## config.mk

```make
export PLATFORM = sky130hd
export DESIGN_NAME = sync_fifo
export DESIGN_NICKNAME = d
export VERILOG_FILES = /design/src/rtl/fifo_pkg.sv /design/src/rtl/fifo_ram.sv /design/src/rtl/sync_fifo.sv
export SDC_FILE = /design/constraint.sdc
export NUM_CORES = 1
export LEC_CHECK = 0
export CORE_MARGIN = 2
export CORE_UTILIZATION = 41
export CTS_CLUSTER_DIAMETER = 100
export DETAILED_ROUTE_END_ITERATION = 12
export HOLD_SLACK_MARGIN = 0.03
export PLACE_DENSITY = 0.68
export SETUP_SLACK_MARGIN = 0.1
export SYNTH_ARGS = -nofsm -noshare
export SYNTH_HDL_FRONTEND = slang
export SYNTH_HIERARCHICAL = 1
export SYNTH_SLANG_ARGS = --single-unit
```

## constraint.sdc

```tcl
create_clock -name clk -period 11.8 [get_ports clk]
set_input_delay 1.18 -clock clk [delete_from_list [all_inputs] [get_ports clk]]
set_output_delay 1.18 -clock clk [all_outputs]
set_load 0.02 [all_outputs]
```

## src/rtl/fifo_pkg.sv

```systemverilog
// fifo_pkg: shared defaults and helpers for the sync_fifo slice.
//   DATA_WIDTH_DEF / DEPTH_DEF / RAM_DEPTH_DEF : default parameter values.
//   ptr_width()                                : pointer width for a given RAM depth.
package fifo_pkg;
   localparam int DATA_WIDTH_DEF = 8;
   localparam int DEPTH_DEF      = 32;
   localparam int RAM_DEPTH_DEF  = 32;

   // $clog2 of the storage depth. The result is clamped to 1 so that a
   // single-entry RAM still gets a legal vector width.
   function automatic int ptr_width(input int ram_depth);
      return (ram_depth > 1) ? $clog2(ram_depth) : 1;
   endfunction
endpackage

```

## src/rtl/fifo_ram.sv

```systemverilog
// fifo_ram: RAM_DEPTH x DATA_WIDTH simple dual-port storage.
//   clk, rst      : clock, async active-low reset (clears only the read register)
//   we/waddr/wdata: synchronous write port
//   re/raddr      : read request; rdata is registered and holds when re=0
// The storage array itself is never reset.
module fifo_ram
   import fifo_pkg::*;
#(
   parameter int DATA_WIDTH = DATA_WIDTH_DEF,
   parameter int RAM_DEPTH  = RAM_DEPTH_DEF,
   parameter int AW         = ptr_width(RAM_DEPTH)
) (
   input  logic                  clk,
   input  logic                  rst,
   input  logic                  we,
   input  logic [AW-1:0]         waddr,
   input  logic [DATA_WIDTH-1:0] wdata,
   input  logic                  re,
   input  logic [AW-1:0]         raddr,
   output logic [DATA_WIDTH-1:0] rdata
);

   logic [DATA_WIDTH-1:0] mem [RAM_DEPTH];

   always_ff @(posedge clk) begin
      if (we) mem[waddr] <= wdata;
   end

   always_ff @(posedge clk or negedge rst) begin
      if (!rst)    rdata <= '0;
      else if (re) rdata <= mem[raddr];
   end

endmodule

```

## src/rtl/sync_fifo.sv

```systemverilog
// sync_fifo: single-clock circular-buffer FIFO with registered read.
//   clk, rst (async, active low)
//   wr_en/data_in             : write side, accepted when not full
//   rd_en/data_out/valid      : read side, data and valid one cycle after rd_en
//   empty/full/almost_empty/almost_full : decodes of the occupancy count
//   overflow/underflow        : error indications for rejected requests
//   fifo_count                : occupancy 0..RAM_DEPTH
// Build option: define FIFO_STICKY_ERR_EN to make overflow/underflow sticky
// until reset; otherwise they are single-cycle pulses.
module sync_fifo
   import fifo_pkg::*;
#(
   parameter int DATA_WIDTH = DATA_WIDTH_DEF,
   parameter int DEPTH      = DEPTH_DEF,
   parameter int RAM_DEPTH  = RAM_DEPTH_DEF
) (
   input  logic                  clk,
   input  logic                  rst,
   input  logic                  wr_en,
   input  logic                  rd_en,
   input  logic [DATA_WIDTH-1:0] data_in,
   output logic [DATA_WIDTH-1:0] data_out,
   output logic                  empty,
   output logic                  full,
   output logic                  almost_empty,
   output logic                  almost_full,
   output logic                  overflow,
   output logic                  underflow,
   output logic                  valid,
   output logic [DEPTH:0]        fifo_count
);

   localparam int             PW       = ptr_width(RAM_DEPTH);
   localparam logic [PW-1:0]  PTR_ONE  = PW'(1);
   localparam logic [PW-1:0]  PTR_LAST = PW'(RAM_DEPTH - 1);
   localparam logic [DEPTH:0] CNT_ONE  = (DEPTH+1)'(1);
   localparam logic [DEPTH:0] CNT_FULL = (DEPTH+1)'(RAM_DEPTH);

   logic [PW-1:0]  wr_ptr, rd_ptr;
   logic [DEPTH:0] count;
   logic           wr_ok, rd_ok;

   // Flags are pure decodes of count so an async reset clears them at once.
   assign empty        = (count == '0);
   assign full         = (count == CNT_FULL);
   assign almost_empty = (count <= CNT_ONE);
   assign almost_full  = (count >= CNT_FULL - CNT_ONE);
   assign fifo_count   = count;

   // Each side is qualified against the pre-edge flags, independently.
   assign wr_ok = wr_en && !full;
   assign rd_ok = rd_en && !empty;

   fifo_ram #(
      .DATA_WIDTH (DATA_WIDTH),
      .RAM_DEPTH  (RAM_DEPTH),
      .AW         (PW)
   ) u_ram (
      .clk   (clk),
      .rst   (rst),
      .we    (wr_ok),
      .waddr (wr_ptr),
      .wdata (data_in),
      .re    (rd_ok),
      .raddr (rd_ptr),
      .rdata (data_out)
   );

   always_ff @(posedge clk or negedge rst) begin
      if (!rst) begin
         wr_ptr    <= '0;
         rd_ptr    <= '0;
         count     <= '0;
         valid     <= 1'b0;
         overflow  <= 1'b0;
         underflow <= 1'b0;
      end else begin
         if (wr_ok) wr_ptr <= (wr_ptr == PTR_LAST) ? '0 : wr_ptr + PTR_ONE;
         if (rd_ok) rd_ptr <= (rd_ptr == PTR_LAST) ? '0 : rd_ptr + PTR_ONE;
         case ({wr_ok, rd_ok})
            2'b10:   count <= count + CNT_ONE;
            2'b01:   count <= count - CNT_ONE;
            default: count <= count;
         endcase
         valid <= rd_ok;
`ifdef FIFO_STICKY_ERR_EN
         overflow  <= overflow  | (wr_en && full);
         underflow <= underflow | (rd_en && empty);
`else
         overflow  <= wr_en && full;
         underflow <= rd_en && empty;
`endif
      end
   end

endmodule

```

==> flow_metrics.py, run 1 <==
metrics = {
    "clocking": {
        "clockRootBuffer": "clkbuf_16",
        "clkLatencyLatePin_ns": 0.51,
        "cts_tree": "yes",
        "post_cts_resized": 0,
        "cts-buffers-inserted": 34,
        "ctsHoldBuffers": 0,
        "clock_path_buffers": 3,
        "cts_setup_buffers": 0,
        "clk_pin_slew_ns": 0.06,
        "htreeDepth": 2,
        "clock-sinks": 310,
    },
    "yosys": {
        "yosys_register_bits": 310,
        "synth_cell_types": 57,
        "synthTopCellsByArea": "edfxtp_1 57%, dfrtp_1 10%, mux2i_1 9.6%, a22oi_1 3.7%, a21oi_1 1.7%",
        "async_reset_ff_frac": 0.174,
        "yosys.area.top_type_share": 0.573,
        "synth_seq_area_share": 0.674,
        "syn_inst": 917,
        "synth_flop_cell": "edfxtp_1",
        "syn_area_mm2": 0.0134,
        "yosys.area.top_type": "edfxtp_1",
        "synth_area_per_cell_um2": 14.6,
        "ys_warn_count": 6,
        "synth-edff-count": 256,
        "syn_nets": 937,
    },
    "sta": {
        "relSlewSlack": 0.139,
        "clock-skew-final_ns": 0.0137,
        "final.setup.tns_ns": 0,
        "tightest_slew_ns": 1.29,
        "clock.fmax_mhz": 222,
        "worst_slack_ns": 7.30,
        "timing.hold.ws_ns": 0.543,
        "slew_viol_final": 0,
        "rsz0062_at_grt": "false",
        "setup-violations-final": 0,
        "hold_viol": 0,
        "period_share": 0.382,
        "timing.final.crit_period_ns": 4.50,
    },
    "global_routing": {
        "grt_pass1_vias": 7940,
        "grt_max_degree": 55,
        "overflow": 0,
        "grtUsageTotal": 0.180,
        "antenna_found_initial": 0,
        "grt_pass1_wl_mm": 46.7,
    },
    "run": {
        "drv_cap": 0,
    },
    "finish": {
        "instances_no_fill": 1425,
        "n_antenna_cell": 0,
        "area_delta_synth_final_pct": 15.1,
        "fin_nets": 982,
        "finish.utilization": 0.477,
        "drive_above_1_share": 0.0865,
    },
    "power": {
        "power.leakage_nw": 5.40,
        "irDropWorstVdd_v": 0.000118,
        "p_per_area_mw_per_mm2": 217,
    },
    "worst_hold_path": {
        "min_from": "fifo_count[32]",
        "min_path_type": "flop to flop",
        "hold_end": "fifo_count[32]",
        "holdPathStages": 1,
    },
    "place": {
        "io_buffer_count": 59,
        "post-place-ws_ns": 7.33,
        "globalplace.congestion": 0.914,
        "placedCellCount": 1368,
        "dp_hpwl_mm": 18.9,
    },
    "floorplanning": {
        "die_w_um": 185,
        "rows": 66,
        "io_pins": 60,
        "initial_core_util": 0.414,
        "fp.dieH_um": 185,
        "design.die.area_mm2": 0.0342,
        "core_mm2": 0.0324,
    },
    "drt": {
        "ant_nets": 0,
        "via_count": 8067,
        "drtIter0Drc": 880,
        "wl_per_cell_um": 21.4,
        "drc_errors": 0,
        "wl_mm": 30.5,
        "firstDrtPassIters": 5,
        "vias_per_cell": 5.66,
    },
    "worst_setup_path": {
        "path_class": "flop to output port",
        "worst_r2r_path_depth": 12,
        "path_max_fanout": 9,
        "crit_slowest_cell": "clkdlybuf4s50_1",
        "timing.rr.start": "fifo_count[1]",
        "r2r_setup_slack_ns": 7.35,
        "endpoint_kind": "output port",
        "reg2reg_to": "fifo_count[31]",
        "crit_arrival_ns": 3.32,
        "slowest_delay_ns": 0.68,
        "crit_chain": "inv_1, ha_1, or4b_1, nand4b_2, nor3_1, clkdlybuf4s50_1",
        "startpoint_type": "flop",
        "startpoint": "fifo_count[1]",
        "worstPathRequired_ns": 10.62,
    },
    "outcome": {
        "status": "finished clean",
    },
}
[registers in the layout (all words and copies together), names as in the netlist]
register	flops
fifo_count	33
overflow	1
rd_ptr	5
u_ram/mem	256
u_ram/rdata	8
underflow	1
valid	1
wr_ptr	5
[where the power goes]
part	internal, mW	total (mW)	switching [mW]
registers	1.29	1.46	0.165
clock network	0.640	1.06	0.417
logic	0.335	0.829	0.494
total	2.27	3.34	1.08
[how the worst max path moves through the flow]
stage / to / cells past startpoint
floorplan: fifo_count[29] / 12
global placement: fifo_count[31] / 10
detailed placement: fifo_count[31] / 10
CTS: full / 6
global route: fifo_count[25] / 12
finish: full / 6
[cells by family (layout without fill, tap and decap cells)]
kind of cell,count (synthesis),in the layout,share of synthesized area
flip-flops,310,310,0.674
adder cells (fa/ha/maj),8,8,0.00747
AO/OA/AOI/OAI,153,153,0.0776
buffers and inverters,68,134,0.0272
multiplexers,141,141,0.106
AND/OR/NAND/NOR,204,204,0.0858
XOR/XNOR,33,33,0.0216
[cell usage after synthesis (3+ instances only)]
| cell | number |
|---|---|
| and3_1 | 7 |
| o41ai_1 | 4 |
| a22oi_1 | 66 |
| nor3_1 | 15 |
| or3b_2 | 3 |
| or4_1 | 5 |
| a211oi_1 | 4 |
| clkbuf_1 | 29 |
| o21ai_0 | 6 |
| nand3b_1 | 6 |
| edfxtp_1 | 256 |
| a21oi_1 | 45 |
| o21ai_1 | 6 |
| and2_1 | 4 |
| nor4_1 | 25 |
| buf_1 | 4 |
| nand4_1 | 12 |
| a31oi_1 | 7 |
| buf_2 | 12 |
| or4b_1 | 3 |
| buf_6 | 9 |
| nand2b_1 | 5 |
| buf_4 | 7 |
| ha_1 | 8 |
| mux2i_1 | 129 |
| and4_1 | 4 |
| nand2_1 | 18 |
| nor2_1 | 52 |
| nand3_1 | 16 |
| inv_1 | 7 |
| mux2_2 | 8 |
| mux2_1 | 4 |
| xor2_1 | 19 |
| or3_1 | 12 |
| nor2b_1 | 4 |
| xnor2_1 | 14 |
| dfrtp_1 | 54 |
[metrics by stage]
stage | area [um^2] | power, mW
detailed placement | 14300 | 2.30
CTS | 15400 | 3.36
finish | 15400 | 3.34
global placement | 14300 | 2.29
global route | 15400 | 3.49
floorplan | 13400 | 1.99
[layout by cell type, fill, tap and decap left out, types with 18 or more instances in the layout]
cell             netlist  layout
xor2_1                19      19
dfrtp_1               54      53
a22oi_1               66      66
clkbuf_16              0      35
nor2_1                52      51
edfxtp_1             256     256
mux2i_1              129     129
nor4_1                25      25
clkdlybuf4s50_1        0      58
nand2_1               18      18
a21oi_1               45      45
[routing by layer]
metal  global-route usage  wire, um  share of wire
met1                0.252     13700           0.45
met2                0.286     14200           0.47
met3               0.0315      1870          0.061
met5                    0         0              0
met4               0.0568       730          0.024
[worst max-delay path: cells and delay by family (launching register included)]
kind,cells,cell delay [ns]
flip-flops,1,0.48
buffers and inverters,2,0.80
AND/OR/NAND/NOR,3,1.34
adder cells (fa/ha/maj),1,0.21
[area by class of cell]
class	count	area [um^2]
timing repair buffer	70	668
fill	2852	16900
inverter	7	26.3
tap	442	553
multi-input combinational	539	4020
clock buffer	40	905
sequential	310	9040
clock inverter	17	213
Note: power is estimated with default switching activity, not from simulation.
==> inputs of run 2 (changes only) <==
--- a/config.mk
+++ b/config.mk
@@ -10,7 +10,7 @@
 export CTS_CLUSTER_DIAMETER = 100
 export DETAILED_ROUTE_END_ITERATION = 12
 export HOLD_SLACK_MARGIN = 0.03
-export PLACE_DENSITY = 0.68
+export PLACE_DENSITY = 0.7
 export SETUP_SLACK_MARGIN = 0.1
 export SYNTH_ARGS = -nofsm -noshare
 export SYNTH_HDL_FRONTEND = slang
==> constraint.sdc (replaced) <==
create_clock -name clk -period 3.9 [get_ports clk]
set_input_delay 0.39 -clock clk [delete_from_list [all_inputs] [get_ports clk]]
set_output_delay 0.39 -clock clk [all_outputs]
set_load 0.02 [all_outputs]
==> run 2 against run 1 <==
  * Core utilization is 0.72 points higher
  * First-iteration DRC count is 6.8% lower
  * Clock power grew to 2.9 times the previous value
  * Total power grew to 3.0 times the previous value
  * Worst hold slack worse by 0.084 ns
  * Combinational power grew to 3.4 times the previous value
  * Sequential share of layout area is 0.87 points lower
  * Worst setup slack worse by 7.0 ns
  * Sequential power grew to 2.9 times the previous value
  * Clock-buffer cell count is 2 lower
  * Final cell count is 2.2% higher
  * Critical path type is now flop to flop
  * Largest cell class unchanged
  * Highest routed layer unchanged
==> flow_metrics.py, run 2 (synthesis results as in run 1) <==
metrics = {
    "worst_setup_path": {
        "path_max_fanout": 22,
        "crit_arrival_ns": 4.09,
        "endpoint_kind": "flop",
        "path_class": "flop to flop",
        "worstPathRequired_ns": 4.40,
        "startpoint_type": "flop",
    },
    "floorplanning": {
        "rows": 66,
        "io_pins": 60,
        "fp.dieH_um": 185,
        "design.die.area_mm2": 0.0342,
        "die_w_um": 185,
        "core_mm2": 0.0324,
        "initial_core_util": 0.414,
    },
    "clocking": {
        "cts-buffers-inserted": 31,
        "cts_tree": "yes",
        "clk_pin_slew_ns": 0.07,
        "clock_path_buffers": 3,
        "clkLatencyLatePin_ns": 0.57,
        "htreeDepth": 1,
        "clock-sinks": 310,
        "clockRootBuffer": "clkbuf_16",
    },
    "place": {
        "dp_hpwl_mm": 20.2,
        "io_buffer_count": 59,
        "post-place-ws_ns": 0.196,
        "globalplace.congestion": 0.929,
        "placedCellCount": 1395,
    },
    "sta": {
        "tightest_slew_ns": 1.25,
        "rsz0062_at_grt": "true",
        "timing.final.crit_period_ns": 3.59,
        "clock-skew-final_ns": 0.0145,
        "worst_slack_ns": 0.309,
        "relSlewSlack": 0.164,
        "slew_viol_final": 0,
        "hold_viol": 0,
        "clock.fmax_mhz": 278,
        "period_share": 0.921,
        "final.setup.tns_ns": 0,
        "setup-violations-final": 0,
    },
    "finish": {
        "layout.cells.most_common": "edfxtp_1",
        "fin_nets": 1009,
        "drive_above_1_share": 0.115,
        "area_delta_synth_final_pct": 16.8,
        "largest_reg_flops": 256,
        "instances_no_fill": 1456,
        "top_register": "u_ram/mem",
        "n_antenna_cell": 0,
        "mostFrequentLayoutCells": "256 x edfxtp_1, 129 x mux2i_1, 66 x a22oi_1, 58 x clkdlybuf4s50_1, 53 x dfrtp_1",
        "finish.utilization": 0.484,
    },
    "drt": {
        "drtIter0Drc": 820,
        "wl_mm": 32.0,
        "vias_per_cell": 5.66,
        "via_count": 8235,
        "drc_errors": 0,
        "ant_nets": 0,
        "wl_per_cell_um": 22.0,
        "firstDrtPassIters": 5,
    },
    "power": {
        "p_total_mw": 10.2,
        "p_per_area_mw_per_mm2": 648,
        "irDropWorstVdd_v": 0.000399,
        "power.leakage_nw": 5.54,
    },
    "run": {
        "drv_cap": 0,
    },
    "global_routing": {
        "grt_pass1_wl_mm": 48.4,
        "grtUsageTotal": 0.187,
        "grt_pass1_vias": 8061,
        "overflow": 0,
        "antenna_found_initial": 0,
        "grt_max_degree": 43,
    },
    "outcome": {
        "status": "finished clean",
    },
    "worst_hold_path": {
        "min_path_type": "primary input to asynchronous set/reset pin",
    },
}
[run 2: cell count changes in the layout (fill, tap and decap cells not counted), sizes merged]
cell / change
buf: +29
clkinvlp: -1
clkinv: +5
bufinv: +1
inv: -2
clkbuf: -2
dlygate4sd3: +1
[run 2: area by class of cell]
cell class                      count  area, um^2
Inverter                            7        30.0
Tap cell                          442         553
Timing Repair Buffer              100         921
Multi-Input combinational cell    539        4070
Sequential cell                   310        9040
Clock buffer                       38         802
Clock inverter                     20         248
Fill cell                        2814       16700
[run 2: per-stage QoR]
stage	hold slack (ns)	area, um^2
2_1_floorplan	0.0944	13400
3_3_place_gp	0.494	14500
3_5_place_dp	0.498	14500
4_1_cts	0.471	15600
5_1_grt	0.487	15700
6_report	0.459	15700
[run 2: path summary, 6_finish.rpt]
path	from	end	slack, ns	cells after the start
worst max-delay path	fifo_count[1]	fifo_count[10]	0.31	12
worst min-delay path	rst	underflow	0.46	2
worst max register to register	fifo_count[1]	fifo_count[10]	0.31	12
worst min register to register	u_ram/rdata[4]	u_ram/rdata[4]	0.52	1
max in group asynchronous	rst	wr_ptr[2]	2.57	3
min in group clk	wr_en	overflow	0.49	2
[run 2: power by group]
group	switching, mW	internal [mW]	total, mW
combinational	1.68	1.13	2.80
sequential	0.379	3.91	4.29
clock	1.26	1.80	3.07
total	3.32	6.84	10.2
[run 2: metal layers]
layer,track usage,wire [um],part of all wire
met3,0.0340,2390,0.075
met2,0.304,15200,0.47
met1,0.260,13700,0.43
met5,0,0,0
met4,0.0495,756,0.024
[run 2: repair_timing]
| item | CTS | global route |
|---|---|---|
| gates resized for setup | 0 | 8 |
| endpoints found under the setup margin | 0 | 14 |
| hold endpoints to repair | 32 | 0 |
| buffers inserted | 0 | 2 |
| hold buffers | 1 | 0 |
[run 2: critical path, stage by stage, from the launching register on]
cell        delay [ns]
dfrtp_1           0.38
inv_1             0.09
ha_1              0.21
or4b_1            0.56
nand4b_4          0.27
o31ai_4           0.24
ha_1              0.20
buf_4             0.29
clkinvlp_4        0.20
or3_1             0.43
or3_1             0.32
a21oi_1           0.18
xor2_1            0.15
==> inputs of run 3 (changes only) <==
--- a/config.mk
+++ b/config.mk
@@ -8,10 +8,13 @@
 export CORE_MARGIN = 2
 export CORE_UTILIZATION = 41
 export CTS_CLUSTER_DIAMETER = 100
+export CTS_CLUSTER_SIZE = 10
 export DETAILED_ROUTE_END_ITERATION = 12
 export HOLD_SLACK_MARGIN = 0.03
 export PLACE_DENSITY = 0.7
+export REMOVE_ABC_BUFFERS = 1
 export SETUP_SLACK_MARGIN = 0.1
+export SKIP_LAST_GASP = 1
 export SYNTH_ARGS = -nofsm -noshare
 export SYNTH_HDL_FRONTEND = slang
 export SYNTH_HIERARCHICAL = 1
==> run 3 against run 2 <==
  * First-iteration DRC count grew 20%
  * Register-to-register slack gained 0.04 ns
  * Total power is essentially flat
  * Fmax grew 0.12%
  * Core utilization grew 0.058 points
  * Critical endpoint is now almost_empty
  * Largest cell class unchanged
  * Highest routed layer unchanged
==> flow_metrics.py, run 3 (synthesis results as in run 1) <==
metrics = {
    "outcome": {
        "status": "finished clean",
    },
    "finish": {
        "layout.cells.most_common": "edfxtp_1",
        "top_register": "u_ram/mem",
        "mostFrequentLayoutCells": "256 x edfxtp_1, 129 x mux2i_1, 66 x a22oi_1, 58 x clkdlybuf4s50_1, 53 x dfrtp_1",
        "area_delta_synth_final_pct": 16.9,
        "fin_nets": 1020,
        "n_antenna_cell": 0,
        "drive_above_1_share": 0.109,
        "largest_reg_flops": 256,
    },
    "power": {
        "p_per_area_mw_per_mm2": 647,
        "irDropWorstVdd_v": 0.000444,
        "p_total_mw": 10.1,
        "power.leakage_nw": 5.56,
    },
    "global_routing": {
        "grt_pass1_vias": 8264,
        "overflow": 0,
        "grt_max_degree": 61,
        "grt_pass1_wl_mm": 48.3,
        "antenna_found_initial": 0,
        "grtUsageTotal": 0.186,
    },
    "place": {
        "globalplace.congestion": 0.932,
        "io_buffer_count": 59,
        "dp_hpwl_mm": 19.5,
    },
    "clocking": {
        "clock_path_buffers": 3,
        "cts-buffers-inserted": 36,
        "cts_tree": "yes",
        "clk_pin_slew_ns": 0.06,
        "clkLatencyLatePin_ns": 0.53,
        "cts_setup_buffers": 0,
        "clock-sinks": 310,
        "htreeDepth": 2,
        "clockRootBuffer": "clkbuf_16",
    },
    "floorplanning": {
        "die_w_um": 185,
        "design.die.area_mm2": 0.0342,
        "fp.dieH_um": 185,
        "rows": 66,
        "io_pins": 60,
        "core_mm2": 0.0324,
        "initial_core_util": 0.414,
    },
    "worst_setup_path": {
        "startpoint_type": "flop",
        "path_class": "flop to output port",
        "path_max_fanout": 5,
        "worst_path_dominant_cell_family": "simple AND/OR/NAND/NOR gates",
        "worstPathRequired_ns": 3.51,
        "endpoint_kind": "output port",
        "crit_chain": "nor4_1, and2_1, nand2_1, nor3_1, o211a_1, clkdlybuf4s50_1",
        "crit_slowest_cell": "nor4_1",
        "crit_arrival_ns": 3.20,
        "path_buf_inv": 1,
        "slowest_delay_ns": 0.73,
    },
    "sta": {
        "rsz0062_at_grt": "false",
        "final.setup.tns_ns": 0,
        "setup-violations-final": 0,
        "tightest_slew_ns": 1.19,
        "timing.final.crit_period_ns": 3.59,
        "period_share": 0.920,
        "slew_viol_final": 0,
        "hold_viol": 0,
        "relSlewSlack": 0.203,
        "clock-skew-final_ns": 0.0147,
        "clock.fmax_mhz": 279,
    },
    "worst_hold_path": {
        "min_path_type": "primary input to asynchronous set/reset pin",
    },
    "drt": {
        "drc_errors": 0,
        "vias_per_cell": 5.68,
        "drtIter0Drc": 985,
        "wl_mm": 31.3,
        "wl_per_cell_um": 21.3,
        "firstDrtPassIters": 5,
        "via_count": 8343,
        "ant_nets": 0,
    },
    "run": {
        "drv_cap": 0,
    },
}
==> run 3: cell count changes in the layout (fill, tap and decap cells not counted), sizes merged <==
| cell | previous run | this run |
|---|---|---|
| buf | 41 | 47 |
| bufinv | 5 | 0 |
| clkinv | 11 | 1 |
| clkbuf | 38 | 63 |
| clkinvlp | 2 | 0 |
==> run 3: per-stage QoR <==
stage / instance area, um^2 / utilization / worst slack, ns / hold WS (ns) / instances
6_report: 15700 / 0.484 / 0.313 / 0.495 / 1470
3_5_place_dp: 14600 / 0.451 / 0.105 / 0.495 / 1403
4_1_cts: 15700 / 0.484 / 0.226 / 0.507 / 1470
2_1_floorplan: 13100 / - / -1.66 / 0.0944 / 856
5_1_grt: 15700 / 0.484 / 0.143 / 0.518 / 1470
3_3_place_gp: 14600 / 0.451 / 0.287 / 0.490 / 1403
==> run 3: repair_timing <==
action                     4_1_cts  5_1_grt
hold endpoints to repair        34        0
resized for setup                1        3
setup endpoints to repair        1       10
hold buffers                     1        0
==> run 3: metal layers <==
layer / GRT usage / wire length [um] / up-vias
li1: - / - / 3753
met1: 0.261 / 13800 / 4123
met2: 0.296 / 14300 / 405
met3: 0.0319 / 2440 / 62
met4: 0.0587 / 766 / 0
met5: 0 / 0 / -
==> run 3: layout make-up <==
type,count,area (um^2)
Clock buffer,63,1000
Clock inverter,3,45.0
Fill cell,2796,16700
Inverter,7,26.3
Multi-Input combinational cell,539,4050
Sequential cell,310,9040
Tap cell,442,553
Timing Repair Buffer,106,966
==> run 3: path summary, 6_finish.rpt <==
kind | slack [ns] | depth (start not counted) | end | start
setup / recovery | 0.31 | 6 | almost_empty | fifo_count[28]
hold / removal | 0.49 | 2 | fifo_count[31] | rst
setup reg to reg | 0.35 | 10 | fifo_count[26] | fifo_count[28]
hold reg to reg | 0.49 | 1 | u_ram/rdata[6] | u_ram/rdata[6]
max in group asynchronous | 2.54 | 3 | rd_ptr[0] | rst
min in group clk | 0.50 | 1 | u_ram/rdata[6] | u_ram/rdata[6]
==> run 3: where the power goes <==
part | switching, mW | internal [mW]
combinational | 1.74 | 1.14
sequential | 0.322 | 3.91
clock | 1.28 | 1.75
total | 3.35 | 6.80
